`src/rtl/in_fifo_packer_pkg.sv`:
```
// Shared constants and types for the host-byte packer and its command dispatcher.
// The opcode encodings sit here so the dispatcher and the bench see the same values.
package in_fifo_packer_pkg;

    localparam int BP_CMD_W  = 16;
    localparam int BP_BYTE_W = 8;

    localparam logic [1:0] BP_OP_DATA    = 2'd0;
    localparam logic [1:0] BP_OP_CS_LOW  = 2'd1;
    localparam logic [1:0] BP_OP_CS_HIGH = 2'd2;
    localparam logic [1:0] BP_OP_DELAY   = 2'd3;

    typedef enum logic {
        EMPTY_HALF = 1'b0,
        HAVE_HALF  = 1'b1
    } pack_state_e;

    // Places the first byte of a pair in the high or the low half of the command word.
    function automatic logic [BP_CMD_W-1:0] pack_word(input logic [BP_BYTE_W-1:0] first,
                                                      input logic [BP_BYTE_W-1:0] second,
                                                      input logic high_first);
        return high_first ? {first, second} : {second, first};
    endfunction

endpackage

```
`src/rtl/in_fifo_packer_if.sv`:
```
// Host byte stream, dispatcher pop port and status of the input packer FIFO.
// master = host plus dispatcher side, slave = the packer itself.
interface in_fifo_packer_if #(parameter int DEPTH_LOG2 = 4);
    import in_fifo_packer_pkg::*;

    logic [BP_BYTE_W-1:0] host_data;
    logic                 host_valid;
    logic                 host_ready;
    logic                 flush;
    logic                 in_fifo_out_nempty;
    logic                 in_fifo_out_pop;
    logic [BP_CMD_W-1:0]  in_fifo_out_data;
    logic [DEPTH_LOG2:0]  fifo_level;
    logic                 overflow_err;
    logic                 underflow_err;

    modport master (
        output host_data, host_valid, flush, in_fifo_out_pop,
        input  host_ready, in_fifo_out_nempty, in_fifo_out_data, fifo_level,
               overflow_err, underflow_err
    );

    modport slave (
        input  host_data, host_valid, flush, in_fifo_out_pop,
        output host_ready, in_fifo_out_nempty, in_fifo_out_data, fifo_level,
               overflow_err, underflow_err
    );

endinterface

```
`src/rtl/in_fifo_packer_sync_fifo.sv`:
```
// Synchronous FIFO with a registered read port: popped data appears the cycle after the pop.
// Flush empties the queue but keeps the last popped word on the read port.
module in_fifo_packer_sync_fifo #(
    parameter int WIDTH      = 16,
    parameter int DEPTH_LOG2 = 4
) (
    input  logic                  clock,
    input  logic                  reset,
    input  logic                  i_flush,
    input  logic                  i_wr_en,
    input  logic [WIDTH-1:0]      i_wr_data,
    input  logic                  i_rd_en,
    output logic [WIDTH-1:0]      o_rd_data,
    output logic                  o_nempty,
    output logic                  o_full,
    output logic [DEPTH_LOG2:0]   o_level,
    output logic                  o_overflow,
    output logic                  o_underflow
);

    localparam int DEPTH = 1 << DEPTH_LOG2;
    localparam logic [DEPTH_LOG2:0] FULL_LEVEL = DEPTH[DEPTH_LOG2:0];

    logic [WIDTH-1:0]      r_mem [DEPTH];
    logic [DEPTH_LOG2-1:0] r_wr_ptr;
    logic [DEPTH_LOG2-1:0] r_rd_ptr;
    logic [DEPTH_LOG2:0]   r_level;
    logic [DEPTH_LOG2:0]   w_level_next;
    logic [WIDTH-1:0]      r_rd_data;
    logic                  r_nempty;
    logic                  w_full;
    logic                  w_empty;
    logic                  w_do_wr;
    logic                  w_do_rd;

    assign w_full  = (r_level == FULL_LEVEL);
    assign w_empty = (r_level == '0);
    assign w_do_wr = i_wr_en && !w_full  && !i_flush;
    assign w_do_rd = i_rd_en && !w_empty && !i_flush;

    always_comb begin
        w_level_next = r_level;
        if (i_flush)
            w_level_next = '0;
        else if (w_do_wr && !w_do_rd)
            w_level_next = r_level + 1'b1;
        else if (!w_do_wr && w_do_rd)
            w_level_next = r_level - 1'b1;
    end

    // Storage carries no reset so it can map onto a plain RAM.
    always_ff @(posedge clock) begin
        if (w_do_wr)
            r_mem[r_wr_ptr] <= i_wr_data;
    end

    always_ff @(posedge clock) begin
        if (reset) begin
            r_wr_ptr  <= '0;
            r_rd_ptr  <= '0;
            r_level   <= '0;
            r_nempty  <= 1'b0;
            r_rd_data <= '0;
        end else begin
            r_level  <= w_level_next;
            r_nempty <= (w_level_next != '0);
            if (i_flush) begin
                r_wr_ptr <= '0;
                r_rd_ptr <= '0;
            end else begin
                if (w_do_wr)
                    r_wr_ptr <= r_wr_ptr + 1'b1;
                if (w_do_rd) begin
                    r_rd_ptr  <= r_rd_ptr + 1'b1;
                    r_rd_data <= r_mem[r_rd_ptr];
                end
            end
        end
    end

    assign o_rd_data   = r_rd_data;
    assign o_nempty    = r_nempty;
    assign o_full      = w_full;
    assign o_level     = r_level;
    assign o_overflow  = i_wr_en && w_full && !i_flush;
    assign o_underflow = i_rd_en && w_empty && !i_flush;

endmodule

```
`src/rtl/in_fifo_packer.sv`:
```
// Packs pairs of host bytes into 16-bit command words and queues them for the dispatcher.
// host_ready depends only on registered state, so a pop never reaches ready combinationally.
module in_fifo_packer
    import in_fifo_packer_pkg::*;
#(
    parameter int DEPTH_LOG2 = 4,
    parameter int HIGH_FIRST = 1
) (
    input  logic        clock,
    input  logic        reset,
    in_fifo_packer_if.slave io_bus
);

    pack_state_e          r_state;
    pack_state_e          w_state_next;
    logic [BP_BYTE_W-1:0] r_holder;
    logic                 r_overflow_err;
    logic                 r_underflow_err;
    logic                 w_ready;
    logic                 w_accept;
    logic                 w_wr_en;
    logic [BP_CMD_W-1:0]  w_wr_data;
    logic                 w_full;
    logic                 w_ovf_pulse;
    logic                 w_unf_pulse;

    assign w_accept = io_bus.host_valid && w_ready && !io_bus.flush;

    always_ff @(posedge clock) begin
        if (reset) begin
            r_state  <= EMPTY_HALF;
            r_holder <= '0;
        end else begin
            r_state <= w_state_next;
            if (w_accept && r_state == EMPTY_HALF)
                r_holder <= io_bus.host_data;
        end
    end

    always_comb begin
        w_state_next = r_state;
        if (io_bus.flush)
            w_state_next = EMPTY_HALF;
        else if (w_accept)
            w_state_next = (r_state == EMPTY_HALF) ? HAVE_HALF : EMPTY_HALF;
    end

    // A first byte is always taken; only the pairing byte waits for room.
    always_comb begin
        w_ready   = !(r_state == HAVE_HALF && w_full);
        w_wr_en   = w_accept && (r_state == HAVE_HALF);
        w_wr_data = pack_word(r_holder, io_bus.host_data, HIGH_FIRST != 0);
    end

    always_ff @(posedge clock) begin
        if (reset) begin
            r_overflow_err  <= 1'b0;
            r_underflow_err <= 1'b0;
        end else begin
            if (w_ovf_pulse)
                r_overflow_err <= 1'b1;
            if (w_unf_pulse)
                r_underflow_err <= 1'b1;
        end
    end

    in_fifo_packer_sync_fifo #(
        .WIDTH      (BP_CMD_W),
        .DEPTH_LOG2 (DEPTH_LOG2)
    ) u_fifo (
        .clock       (clock),
        .reset       (reset),
        .i_flush     (io_bus.flush),
        .i_wr_en     (w_wr_en),
        .i_wr_data   (w_wr_data),
        .i_rd_en     (io_bus.in_fifo_out_pop),
        .o_rd_data   (io_bus.in_fifo_out_data),
        .o_nempty    (io_bus.in_fifo_out_nempty),
        .o_full      (w_full),
        .o_level     (io_bus.fifo_level),
        .o_overflow  (w_ovf_pulse),
        .o_underflow (w_unf_pulse)
    );

    assign io_bus.host_ready    = w_ready;
    assign io_bus.overflow_err  = r_overflow_err;
    assign io_bus.underflow_err = r_underflow_err;

endmodule

```
`src/flat_wrapper.sv`:
```
// flat-port wrapper written by rule: the top's interface ports become plain ports
module in_fifo_packer_flat import in_fifo_packer_pkg::*;
#(
    parameter int DEPTH_LOG2 = 4,
    parameter int HIGH_FIRST = 1
)
  (clock, reset, io_bus_host_data, io_bus_host_valid, io_bus_flush, io_bus_in_fifo_out_pop, io_bus_host_ready, io_bus_in_fifo_out_nempty, io_bus_in_fifo_out_data, io_bus_fifo_level, io_bus_overflow_err, io_bus_underflow_err);
  in_fifo_packer_if #(.DEPTH_LOG2(DEPTH_LOG2)) io_bus_i ();
  input  logic clock;
  input  logic reset;
  input wire logic [$bits(io_bus_i.host_data)-1:0] io_bus_host_data;
  input wire logic [$bits(io_bus_i.host_valid)-1:0] io_bus_host_valid;
  input wire logic [$bits(io_bus_i.flush)-1:0] io_bus_flush;
  input wire logic [$bits(io_bus_i.in_fifo_out_pop)-1:0] io_bus_in_fifo_out_pop;
  output wire logic [$bits(io_bus_i.host_ready)-1:0] io_bus_host_ready;
  output wire logic [$bits(io_bus_i.in_fifo_out_nempty)-1:0] io_bus_in_fifo_out_nempty;
  output wire logic [$bits(io_bus_i.in_fifo_out_data)-1:0] io_bus_in_fifo_out_data;
  output wire logic [$bits(io_bus_i.fifo_level)-1:0] io_bus_fifo_level;
  output wire logic [$bits(io_bus_i.overflow_err)-1:0] io_bus_overflow_err;
  output wire logic [$bits(io_bus_i.underflow_err)-1:0] io_bus_underflow_err;
  assign io_bus_i.host_data = io_bus_host_data;
  assign io_bus_i.host_valid = io_bus_host_valid;
  assign io_bus_i.flush = io_bus_flush;
  assign io_bus_i.in_fifo_out_pop = io_bus_in_fifo_out_pop;
  assign io_bus_host_ready = io_bus_i.host_ready;
  assign io_bus_in_fifo_out_nempty = io_bus_i.in_fifo_out_nempty;
  assign io_bus_in_fifo_out_data = io_bus_i.in_fifo_out_data;
  assign io_bus_fifo_level = io_bus_i.fifo_level;
  assign io_bus_overflow_err = io_bus_i.overflow_err;
  assign io_bus_underflow_err = io_bus_i.underflow_err;
  in_fifo_packer #(.DEPTH_LOG2(DEPTH_LOG2), .HIGH_FIRST(HIGH_FIRST)) u_core (.clock(clock), .reset(reset), .io_bus(io_bus_i));
endmodule
```
`config.mk`:
```
export PLATFORM = sky130hd
export DESIGN_NAME = in_fifo_packer_flat
export DESIGN_NICKNAME = d
export VERILOG_FILES = /design/src/rtl/in_fifo_packer_pkg.sv /design/src/rtl/in_fifo_packer_if.sv /design/src/rtl/in_fifo_packer_sync_fifo.sv /design/src/rtl/in_fifo_packer.sv /design/src/flat_wrapper.sv
export SDC_FILE = /design/constraint.sdc
export NUM_CORES = 1
export LEC_CHECK = 0
export BUFFER_PORTS_ARGS = -buffer_cell sky130_fd_sc_hd__buf_2
export CORE_ASPECT_RATIO = 0.7
export CORE_MARGIN = 2
export CORE_UTILIZATION = 59
export CTS_BUF_LIST = sky130_fd_sc_hd__clkbuf_4 sky130_fd_sc_hd__clkbuf_8 sky130_fd_sc_hd__clkbuf_16
export CTS_CLUSTER_DIAMETER = 120
export CTS_CLUSTER_SIZE = 28
export DETAILED_ROUTE_END_ITERATION = 6
export GPL_TIMING_DRIVEN = 0
export MAX_ROUTING_LAYER = met4
export PLACE_DENSITY = 0.82
export SKIP_LAST_GASP = 1
export SLEW_MARGIN = 0
export SYNTH_ARGS = -nofsm -noshare
export SYNTH_HDL_FRONTEND = slang
export SYNTH_HIERARCHICAL = 1
export SYNTH_SLANG_ARGS = --single-unit
```
`constraint.sdc`:
```
create_clock -name clock -period 10.17 [get_ports clock]
set_input_delay 0.5085 -clock clock [delete_from_list [all_inputs] [get_ports clock]]
set_output_delay 0.5085 -clock clock [all_outputs]
set_load 0.02 [all_outputs]
```
---- After elaboration in Yosys (flattened, before gate mapping) ----
Memory sizes are Yosys's and may differ from the RTL's. A register that Yosys moved wholly into a read port is not among the register bits.
Cells that the tools add are included.
word-level totals
  flip-flop bits (word level) ............. 25
  output and inout bits ................... 25
  memories kept ........................... 1
  memory bits (writable) .................. 256
  input port bits ......................... 13
operators by class
  $add $sub $neg .......................... 4
  bitwise gates (word level) .............. 2
  equality and inequality tests ........... 1
  multiplexer cells ....................... 6
  reduce and logical (&&, ||, !) cells .... 25
memories
  memory               depth  width  rd ports  clocked after Yosys merged registers in  wr ports  line                            RTL
  u_core.u_fifo.r_mem  16     16     1         1                                        1         in_fifo_packer_sync_fifo.sv:24  logic [WIDTH-1:0] r_mem [DEPTH];
operators by type and width
  operator             count
  $logic_and 1x1->1    15
  $mux 5               3
  $add 4x1->4 const B  2
  $logic_not 1->1      6
  $add 5x1->5 const B  1
  $eq 5x5->1 const B   1
  $logic_not 5->1      1
  $reduce_bool 5->1    1
  $sub 5x1->5 const B  1
  $mux 1               3
  $not 1->1            2
  $reduce_and 2->1     1
  $reduce_or 2->1      1

---- Depth between registers and ports, before layout ----
  word-level depth ........................ 14
  depth in mapped cells ................... 10

---- By module ----
The synthesis kept the hierarchy.
modules (own cells, without submodules)
  module                    seq. area each (um2)  cells an instance  instances  area an instance (um2)
  in_fifo_packer_sync_fifo  8287.9                545                1          11106.9
  in_fifo_packer            220.2                 48                 1          501.7

---- Worst setup path after synthesis ----
OpenSTA, ideal clock, no wires.
  kind .................................... register to register
  start point ............................. register u_core.u_fifo.r_level[0], in the netlist u_core/u_fifo/o_level[0]
  end point ............................... memory u_core.u_fifo.r_mem[3][0], enable pin
  data required time ...................... 9.761 ns
  buffers on the path ..................... 1
  data arrival time ....................... 3.245 ns
  stages on the path, launching flop included .. 10
  path slack .............................. 6.516 ns
  cells stage by stage .................... dfxtp_1 inv_1 ha_1 and4bb_1 nor4bb_1 nand2b_1 nor2_2 buf_2 nand2_1 nor3_1
on the way
  longest elaborated chain between the ends .. 10
ends and longest elaborated chain
  element                          line                            RTL
  from (decl)                      in_fifo_packer_sync_fifo.sv:27  logic [DEPTH_LOG2:0] r_level;
  from (signal assigned)           in_fifo_packer_sync_fifo.sv:65  r_level <= w_level_next;
  $eq 5x5->1                       in_fifo_packer_sync_fifo.sv:36  assign w_full = (r_level == FULL_LEVEL);
  named net u_core.w_full          in_fifo_packer.sv:23            logic w_full;
  $logic_and 1x1->1                in_fifo_packer.sv:50            w_ready = !(r_state == HAVE_HALF && w_full);
  $logic_not 1->1                  in_fifo_packer.sv:50
  $logic_and 1x1->1 (2 in series)  in_fifo_packer.sv:27            assign w_accept = io_bus.host_valid && w_ready && !io_bus.flush;
  $logic_and 1x1->1                in_fifo_packer.sv:51            w_wr_en = w_accept && (r_state == HAVE_HALF);
  named net u_core.w_wr_en         in_fifo_packer.sv:21            logic w_wr_en;
  $logic_and 1x1->1 (2 in series)  in_fifo_packer_sync_fifo.sv:38  assign w_do_wr = i_wr_en && !w_full && !i_flush;
  $mux 1                           in_fifo_packer_sync_fifo.sv:53  if (w_do_wr)
  $mux 1 (not written as such)     in_fifo_packer_sync_fifo.sv:54  r_mem[r_wr_ptr] <= i_wr_data;
  to (decl)                        in_fifo_packer_sync_fifo.sv:24
The timed path passes the listed nets, and every way through them passes these cells.

---- Worst setup path after layout ----
  start point ............................. register u_core.u_fifo.r_level[0], in the netlist u_core/u_fifo/o_level[0]
  end point ............................... memory u_core.u_fifo.r_mem[0][3], enable pin
The elaborated chain is that of the path after synthesis.

==> results.ini <==
[status]
outcome=complete, no violations

[pwr]
netSwitchingFraction=0.190
pwr-share-seq=0.659
total_switching_power_mw=0.384
combinationalPowerShare=0.016
p_int_mw=1.63
max-vdd-ir-drop_uv=142
power_density_nw_per_um2=157
leakage_nw=3.97
power.share.clock=0.325

[synth]
synth_xor_xnor_area_share=0.00528
post_synthesis_mux_area_share=0.167
synth_top_family_by_area=multiplexers
synth-compound-area-share=0.0120
synth.avg_cell_area_um2=19.6
synth_adder_area_share=0.00754
seq_area_frac_synth=0.733
synth_top_cells_by_area=sky130_fd_sc_hd__edfxtp_1, sky130_fd_sc_hd__mux4_2, sky130_fd_sc_hd__dfxtp_1
post_synth_inst_count=593
synth_top_area_frac=0.662
synthDominantAreaCellType=sky130_fd_sc_hd__edfxtp_1
synth_enable_flop_cells=256
ys_top_cells_by_count=sky130_fd_sc_hd__edfxtp_1, sky130_fd_sc_hd__mux4_2, sky130_fd_sc_hd__nand2_1
predominant_post_synthesis_flop_cell=sky130_fd_sc_hd__edfxtp_1
synthMostInstantiatedCell=sky130_fd_sc_hd__edfxtp_1
post_synth_cell_types=44
post_synth_and_or_nand_nor_area_fraction=0.0566
postSynthRegisterBits=297
mappedNetlistArea_um2=11600
async_flop_share=0
ys_warn_count=6
synthesis.nets=613

[clocking]
cts_tree=yes
ctsLongestPathBuffers=3
h_tree_depth=1
postCtsResizedCells=0
post-cts-setup-buffer-count=0
cts_buffers=14
cts-hold-fix-buffers=0
worst_setup_hold_path_clk_slew_ns=0.11
clock-root-buffer=sky130_fd_sc_hd__clkbuf_16
clk-insertion-delay-late_ns=0.49
clock_sinks=297

[critical_path]
arrival_ns=4.14
worstSetupPathType=reg2reg
worst_setup_path_start_kind=register
path_max_fanout=10
regToRegSetupSlack_ns=6.23
critical_path.endpoint_type=register
required_ns=10.37

[sta]
setup_viol_count_final=0
period_share=0.387
worst_clock_skew_ns=0.0158
max_slew_margin=0.364
max_freq_mhz=254
setup_ws_ns=6.23
grt_setup_unrepaired=false
final_hold_viol_count=0
worst_slew_pin_slew_ns=0.949
worst_hold_slack_ns=0.275
drv_slew=0
finalCriticalPeriod_ns=3.94
final.setup.tns_ns=0

[flow_run]
cap_violations=0

[global_routing]
globalRouteOverflowTotal=0
global_route_wire_length_before_repair_um=36400
first_global_vias=5890
grt_start_max_net_pins=30
groute.usage.overall=0.255
grt_antenna_before_repair=0

[hold_path]
holdCritPathClass=in2reg

[placement]
gp_congestion=0.883
numPlacedInstances=910
half_perimeter_wire_length_after_placement_um=16800
pre_cts_ws_ns=6.37
number_of_buffer_cells_added_on_primary_ports=37

[cells_and_area]
fin_util=0.673
n_antenna_cell=0
finish.cell_count_without_fillers=934
synthesis_to_finish_area_growth_pct=10.6
finalNetCount=682
filler_cell_count=1182
layout-drive-gt1-share=0.300

[detailed_routing]
routed_wire_length_per_instance_um=26.7
route.vias.total=5940
wirelength_um=25000
routed_via_density=6.36
number_of_detailed_routing_iterations_run_before_antenna_repair=5
drt_iter0_markers=770
drcViolationCount=0
drtAntennaViolNets=0

[floorplanning]
io_pins=38
die_area_um2=20800
vertical_die_dimension_um=121
core-area_um2=19100
core.rowCount=42
start_util=0.609
die_w_um=172

[area by class of cell]
class	count	area, um^2	share of cell area
sequential	297	8510	0.663
multi-input combinational	259	2930	0.228
clock buffer	23	435	0.0339
timing repair buffer	53	399	0.0311
tap	264	330	0.0257
buffer	33	208	0.0162
clock inverter	1	16.3	0.00127
inverter	4	15.0	0.00117
[logic make-up (layout without fill, tap and decap cells)]
| family | Yosys count | in the layout |
|---|---|---|
| DFF | 297 | 297 |
| and+or+nand+nor | 128 | 128 |
| muxes | 93 | 93 |
| buffers and inverters | 37 | 114 |
| AOI/OAI and AO/OA | 24 | 24 |
| adders and majority gates | 7 | 7 |
| xor gates and xnor gates | 7 | 7 |
[worst paths after layout]
| check | to | from | cells past startpoint |
|---|---|---|---|
| setup / recovery | u_core/u_fifo/r_mem[0][3]$_DFFE_PP_ | u_core/u_fifo/o_level[0]$_SDFF_PP0_ | 10 |
| hold / removal | u_core/r_state$_SDFFE_PP0P_ | io_bus_flush | 2 |
| setup reg to reg | u_core/u_fifo/r_mem[0][3]$_DFFE_PP_ | u_core/u_fifo/o_level[0]$_SDFF_PP0_ | 10 |
| hold reg to reg | u_core/u_fifo/o_rd_data[2]$_SDFFE_PP0P_ | u_core/u_fifo/o_rd_data[2]$_SDFFE_PP0P_ | 2 |
[worst max-delay path: stages, from the launching register on]
cell	delay (ns)
sky130_fd_sc_hd__dfxtp_1	0.43
sky130_fd_sc_hd__inv_1	0.11
sky130_fd_sc_hd__ha_1	0.30
sky130_fd_sc_hd__and4bb_1	0.32
sky130_fd_sc_hd__nor4bb_1	0.52
sky130_fd_sc_hd__nand2b_1	0.23
sky130_fd_sc_hd__nor2_2	0.21
sky130_fd_sc_hd__buf_2	0.28
sky130_fd_sc_hd__nand2_1	0.21
sky130_fd_sc_hd__nor3_2	0.76
sky130_fd_sc_hd__buf_6	0.27
[registers in the layout, summed over array words and instances (netlist names), 4 cells and up]
signal,cells
u_core/u_fifo/r_mem,256
u_core/u_fifo/o_rd_data,16
u_core/r_holder,8
u_core/u_fifo/o_level,5
u_core/u_fifo/r_rd_ptr,4
u_core/u_fifo/r_wr_ptr,4
[metal layers]
| layer | vias up | part of all wire | track usage |
|---|---|---|---|
| met5 | - | 0 | - |
| met4 | 0 | 0.017 | 0.0461 |
| met3 | 35 | 0.11 | 0.0515 |
| met2 | 340 | 0.49 | 0.402 |
| met1 | 3076 | 0.39 | 0.358 |
| li1 | 2489 | - | - |
[power by group through the flow]
stage                     Clock, mW  Sequential, mW  Combinational (mW)
final                         0.657            1.33              0.0317
after global routing          0.705            1.33              0.0342
after CTS                     0.668            1.33              0.0315
after detailed placement          0            1.36              0.0311
after global placement            0            1.36              0.0289
after floorplan                   0            1.36              0.0141
[stage by stage]
stage / power (mW) / cell area (um^2)
after floorplan: 1.37 / 11600
after global placement: 1.39 / 12100
after detailed placement: 1.39 / 12400
after CTS: 2.03 / 12800
after global routing: 2.07 / 12800
final: 2.02 / 12800
[cell usage in the layout (no fill, tap or decap), drive strengths merged, types with 4 or more instances in the layout]
cell / Yosys / routed
a21oi: 18 / 18
buf: 23 / 76
clkbuf: 10 / 33
dfxtp: 41 / 41
edfxtp: 256 / 256
ha: 7 / 7
inv: 4 / 4
mux2i: 12 / 12
mux4: 80 / 80
nand2: 42 / 42
nand2b: 21 / 21
nor2: 33 / 33
nor3: 9 / 9
xor2: 4 / 4
Note: power is estimated with default switching activity, not from simulation.
